$ cat config.mk
export PLATFORM = sky130hd
export DESIGN_NAME = fpu_norm_round_pipe
export DESIGN_NICKNAME = d
export VERILOG_FILES = /design/src/rtl/fpu_pkg.sv /design/src/rtl/norm_lzc.sv /design/src/rtl/fpu_norm_round_pipe.sv
export SDC_FILE = /design/constraint.sdc
export NUM_CORES = 1
export LEC_CHECK = 0
export BUFFER_PORTS_ARGS = -buffer_cell sky130_fd_sc_hd__buf_4
export CAP_MARGIN = 5
export CORE_ASPECT_RATIO = 0.7
export CORE_UTILIZATION = 54
export CTS_CLUSTER_DIAMETER = 200
export CTS_CLUSTER_SIZE = 10
export DETAILED_ROUTE_END_ITERATION = 10
export PLACE_DENSITY = 0.85
export SLEW_MARGIN = 20
export SYNTH_ARGS = -nofsm -noshare
export SYNTH_HDL_FRONTEND = slang
export SYNTH_SLANG_ARGS = --single-unit
$ cat constraint.sdc
create_clock -name i_clk -period 5.78 [get_ports i_clk]
set_input_delay 1.156 -clock i_clk [delete_from_list [all_inputs] [get_ports i_clk]]
set_output_delay 1.156 -clock i_clk [all_outputs]
set_load 0.02 [all_outputs]
$ cat src/rtl/fpu_pkg.sv
// Shared floating-point definitions: rounding modes and default format widths.
package fpu_pkg;

    typedef enum logic {
        RNE = 1'b0,
        RTZ = 1'b1
    } rnd_mode_e;

    localparam int MAN_W_DEF = 24;
    localparam int EXP_W_DEF = 8;

endpackage

$ cat src/rtl/norm_lzc.sv
// Leading-zero counter; an all-zero input reports W.
module norm_lzc #(
    parameter int W  = 26,
    parameter int CW = $clog2(W + 1)
) (
    input  logic [W-1:0]  i_vec,
    output logic [CW-1:0] o_count
);

    // Scanning upward lets the highest set bit write last and win.
    always_comb begin
        o_count = CW'(W);
        for (int i = 0; i < W; i++) begin
            if (i_vec[i]) begin
                o_count = CW'(W - 1 - i);
            end
        end
    end

endmodule

$ cat src/rtl/fpu_norm_round_pipe.sv
// Two-stage normalise/round back end of a floating-point multiplier:
// S1 normalises the raw product, S2 rounds, saturates or flushes into the output register.
module fpu_norm_round_pipe
    import fpu_pkg::*;
#(
    parameter int        MAN_W    = MAN_W_DEF,
    parameter int        EXP_W    = EXP_W_DEF,
    parameter rnd_mode_e RND_MODE = RNE
) (
    input  logic                    i_clk,
    input  logic                    i_rst_n,
    input  logic                    i_valid,
    output logic                    o_ready,
    input  logic                    i_sign,
    input  logic                    i_zero_flag,
    input  logic signed [EXP_W+1:0] i_exponent,
    input  logic [MAN_W+2:0]        i_mantissa,
    output logic                    o_valid,
    input  logic                    i_ready,
    output logic                    o_sign,
    output logic [EXP_W-1:0]        o_exponent,
    output logic [MAN_W-1:0]        o_mantissa,
    output logic                    o_ovf,
    output logic                    o_unf
);

    localparam int XW   = EXP_W + 3;
    localparam int LZ_W = $clog2(MAN_W + 3);

    localparam logic signed [XW-1:0] ONE_X   = 1;
    localparam logic signed [XW-1:0] ZERO_X  = 0;
    localparam logic signed [XW-1:0] EXP_MAX = XW'((1 << EXP_W) - 1);

    // Handshake: a beat transfers on a rising edge where valid & ready are both high.
    // Both stages advance together on en; bubbles move through like beats, and
    // everything holds while a result sits unconsumed at the output.
    logic en;
    assign en      = ~o_valid | i_ready;
    assign o_ready = en;

    logic [LZ_W-1:0]        lz;
    logic [MAN_W+1:0]       shl;
    logic signed [XW-1:0]   exp_in;
    logic                   n1_zero;
    logic [MAN_W-1:0]       n1_man;
    logic                   n1_guard;
    logic                   n1_sticky;
    logic signed [XW-1:0]   n1_exp;

    norm_lzc #(
        .W  (MAN_W + 2),
        .CW (LZ_W)
    ) u_lzc (
        .i_vec   (i_mantissa[MAN_W+1:0]),
        .o_count (lz)
    );

    assign exp_in = $signed({i_exponent[EXP_W+1], i_exponent});
    assign shl    = i_mantissa[MAN_W+1:0] << lz;

    always_comb begin
        n1_zero = i_zero_flag | (i_mantissa[MAN_W+2:2] == '0);
        if (i_mantissa[MAN_W+2]) begin
            n1_man    = i_mantissa[MAN_W+2:3];
            n1_guard  = i_mantissa[2];
            n1_sticky = |i_mantissa[1:0];
            n1_exp    = exp_in + ONE_X;
        end else begin
            n1_man    = shl[MAN_W+1:2];
            n1_guard  = shl[1];
            n1_sticky = shl[0];
            n1_exp    = exp_in - $signed({{(XW-LZ_W){1'b0}}, lz});
        end
    end

    logic                   s1_valid;
    logic                   s1_sign;
    logic                   s1_zero;
    logic [MAN_W-1:0]       s1_man;
    logic                   s1_guard;
    logic                   s1_sticky;
    logic signed [XW-1:0]   s1_exp;

    always_ff @(posedge i_clk or negedge i_rst_n) begin
        if (!i_rst_n) begin
            s1_valid  <= 1'b0;
            s1_sign   <= 1'b0;
            s1_zero   <= 1'b0;
            s1_man    <= '0;
            s1_guard  <= 1'b0;
            s1_sticky <= 1'b0;
            s1_exp    <= '0;
        end else if (en) begin
            s1_valid  <= i_valid;
            s1_sign   <= i_sign;
            s1_zero   <= n1_zero;
            s1_man    <= n1_man;
            s1_guard  <= n1_guard;
            s1_sticky <= n1_sticky;
            s1_exp    <= n1_exp;
        end
    end

    logic                   round_up;
    logic [MAN_W:0]         sum;
    logic [MAN_W-1:0]       r_man;
    logic signed [XW-1:0]   r_exp;
    logic [EXP_W-1:0]       n2_exp;
    logic [MAN_W-1:0]       n2_man;
    logic                   n2_ovf;
    logic                   n2_unf;

    always_comb begin
        round_up = (RND_MODE == RNE) & s1_guard & (s1_sticky | s1_man[0]);
        sum      = {1'b0, s1_man} + {{MAN_W{1'b0}}, round_up};
        if (sum[MAN_W]) begin
            r_man = {1'b1, {(MAN_W-1){1'b0}}};
            r_exp = s1_exp + ONE_X;
        end else begin
            r_man = sum[MAN_W-1:0];
            r_exp = s1_exp;
        end

        n2_exp = '0;
        n2_man = '0;
        n2_ovf = 1'b0;
        n2_unf = 1'b0;
        if (s1_zero) begin
            n2_exp = '0;
        end else if (r_exp >= EXP_MAX) begin
            n2_exp = '1;
            n2_ovf = 1'b1;
        end else if (r_exp <= ZERO_X) begin
            n2_unf = 1'b1;
        end else begin
            n2_exp = r_exp[EXP_W-1:0];
            n2_man = r_man;
        end
    end

    // Flags are qualified by the stage valid so a bubble never raises them.
    always_ff @(posedge i_clk or negedge i_rst_n) begin
        if (!i_rst_n) begin
            o_valid    <= 1'b0;
            o_sign     <= 1'b0;
            o_exponent <= '0;
            o_mantissa <= '0;
            o_ovf      <= 1'b0;
            o_unf      <= 1'b0;
        end else if (en) begin
            o_valid    <= s1_valid;
            o_sign     <= s1_sign;
            o_exponent <= n2_exp;
            o_mantissa <= n2_man;
            o_ovf      <= s1_valid & n2_ovf;
            o_unf      <= s1_valid & n2_unf;
        end
    end

endmodule
==> run_results.csv <==
group,metric,value,unit
yosys,yosysMostFrequentCell,"nand2_1",
timing,max_slew_margin,35.62,%
final_layout,ff_latch_area,1902,um^2
global_route,grt_usage,34.59,%
die,die_h,91.43,um
setup_path,worstPathMaxFanout,15,
detailed_routing,detail_route.wl_per_cell,20.79,um
setup_path,end_kind,"flip-flop",
power,leakage,3.088,nW
timing,rsz0062_at_grt,"false",
clock_network,cts-resized-gates,0,
die,die_area,11860,um^2
global_route,overflow,0,
detailed_routing,antenna_left,0,
yosys,synth-edff-count,0,
yosys,synth.area.top_cells,"dfrtp_1, mux2i_1, nand2_1",
status,status,"finished, final reports clean",
power,finalPower,1.975,mW
final_layout,multi_input_area,3980,um^2
detailed_routing,vias_per_cell,6.604,
place,gp_congestion,1.007,
yosys,synthCells,755,
die,start_util,55.83,%
run,max_cap_viol_count,0,
global_route,grt_max_degree,77,
die,core_region_area,11050,um^2
clock_network,cts.path.max_buffers,2,
setup_path,required,5.98,ns
place,post_dp_cell_area,6839,um^2
yosys,yosys.area.top_type,"dfrtp_1",
yosys,avgSynthCellArea,8.172,um^2
detailed_routing,drc,0,
clock_network,cts_buffers,9,
final_layout,area_growth,15.41,%
clock_network,postCtsHoldBufs,0,
setup_path,crit_type,"input pin to flip-flop",
timing,slew_viol_final,0,
clock_network,postCtsSetupRepairBufs,0,
power,power-per-cell-area,277.3,nW/um^2
clock_network,cts_tree,"yes",
power,peakVddDrop,200.0,uV
yosys,synth_ff_type,"dfrtp_1",
die,io_pins,80,
power,combPwrFrac,34.6,%
timing,holdWs,0.4867,ns
timing,hold_violations,0,
min_path,worstHoldPathType,"flip-flop to flip-flop",
yosys,synthArstFlopShare,100.0,%
timing,worst_slew_pin_slew,0.9656,ns
timing,setup_ws,0.7567,ns
yosys,synth_common_cells,"nand2_1, dfrtp_1, a21oi_1, nor2_1, mux2i_1",
die,rows,32,
clock_network,cts-root-buf,"clkbuf_16",
timing,fin_setup_tns,0,ns
clock_network,clk_latency,0.34,ns
power,netSwitchingPower,0.7701,mW
detailed_routing,wirelength,20000,um
timing,period_needed,5.023,ns
yosys,ys_ff_latch,76,
detailed_routing,drtIter0Drc,792,
yosys,yosysSeqAreaShare,30.83,%
detailed_routing,vias,6353,
final_layout,drive_above_1_share,16.44,%
clock_network,htreeDepth,3,
final_layout,n_fill_cell,939,
timing,finalSetupViolCount,0,
global_route,grt_pass1_wl,31460,um
final_layout,fin_nets,863,
yosys,synth_top_area_share,30.83,%
power,sequentialPowerShare,38.1,%
place,port-buffer-count,79,
global_route,first_global_vias,5900,
power,p_clk_share,27.2,%
timing,fmax,0.1991,GHz
place,dpl.hpwl,15080,um
setup_path,critical_path_arrival,5.23,ns
detailed_routing,drt-pass1-iter-count,6,
die,die_width,129.8,um
setup_path,crit_path_start_kind,"input pin",
clock_network,path_clk_slew,0.06,ns
timing,worst_clock_skew,0.006472,ns
timing,fin_crit_sh,86.91,%
final_layout,antenna_cells,0,
power,power_switching_share,39.00,%
yosys,synth_nets,814,
yosys,syn_area,6170,um^2
clock_network,clkSinkCount,76,
power,intPower,1.204,mW
global_route,antenna_found_initial,0,
place,pre_cts_slack,0.6147,ns
yosys,ys.warnings.count,0,
yosys,synth_cell_types,74,
final_layout,fin_area,7121,um^2
registers in the layout (all words and copies together), names as in the netlist:
signal	cells
s1_sign	1
s1_guard	1
s1_man	24
o_sign	1
o_exponent	8
o_ovf	1
s1_valid	1
s1_sticky	1
o_unf	1
s1_exp	11
o_mantissa	24
s1_zero	1
o_valid	1
worst paths after layout:
| path | startpoint | end | slack [ns] | depth (start not counted) |
|---|---|---|---|---|
| worst max-delay path | i_mantissa[20] | s1_exp[10] | 0.76 | 17 |
| worst min-delay path | o_mantissa[0] | o_mantissa[0] | 0.49 | 2 |
| worst max register to register | s1_man[0] | o_mantissa[6] | 1.64 | 11 |
| worst min register to register | o_mantissa[0] | o_mantissa[0] | 0.49 | 2 |
| max in group asynchronous | i_rst_n | s1_man[15] | 4.19 | 1 |
| min in group asynchronous | i_rst_n | o_mantissa[12] | 0.95 | 1 |
layout by cell type (no fill, tap or decap), drive strengths merged, types with 10 or more instances in the layout:
cell / netlist / final
nand3: 26 / 26
nor2: 56 / 56
and3: 12 / 12
ha: 15 / 15
buf: 22 / 91
o21ai: 45 / 45
xor2: 16 / 16
nor4: 15 / 15
nand4: 10 / 10
mux2i: 49 / 49
a21oi: 56 / 56
xnor2: 29 / 29
dfrtp: 76 / 76
nor3: 22 / 22
inv: 21 / 25
nand2: 105 / 105
power groups by stage:
stage / clock network, mW / registers [mW] / logic, mW
floorplan: 0 / 0.766 / 0.407
global placement: 0 / 0.751 / 0.657
detailed placement: 0 / 0.759 / 0.668
CTS: 0.546 / 0.749 / 0.672
global route: 0.565 / 0.765 / 0.736
finish: 0.538 / 0.753 / 0.684
stage by stage:
stage | cells | util, %
detailed placement | 946 | 61.89
global route | 962 | 64.44
global placement | 946 | 61.89
finish | 962 | 64.44
floorplan | 755 | -
CTS | 962 | 64.44
cells by family after synthesis:
group                      after synthesis  share of synthesized area [%]
buffers and inverters                   75                          4.989
AOI/OAI and AO/OA                      196                          21.25
xor gates and xnor gates                45                          6.388
and+or+nand+nor                        290                          23.77
muxes                                   57                          9.410
DFF                                     76                          30.83
adders and majority gates               16                          3.366
routing by layer:
layer	part of all wire, %	global-route usage (%)
met5	0	0
met1	45	52.29
met3	12	9.428
met2	42	48.44
met4	1.4	7.171
cell type report:
type / instances / share of cell area (%)
clock inverters: 7 / 0.7907
multi-input cells: 604 / 55.90
repair buffers: 91 / 9.594
clock buffers: 9 / 3.163
well taps: 153 / 2.688
flip-flops and latches: 76 / 26.71
inverters: 22 / 1.160
critical path, cell delays in order:
cell and delay, ns:
buf_4 0.15, nor4_1 0.75, nand2_1 0.22, a21o_1 0.33, nand2_4 0.27, inv_2 0.07, ha_1 0.27, nor2b_1 0.16
fa_1 0.47, a21o_1 0.18, a21oi_1 0.22, o21bai_1 0.09, a21oi_1 0.29, o21ai_0 0.14, a31oi_1 0.24, xnor2_1 0.14
a21oi_1 0.08
No activity file was read; power rests on OpenSTA's default activity.
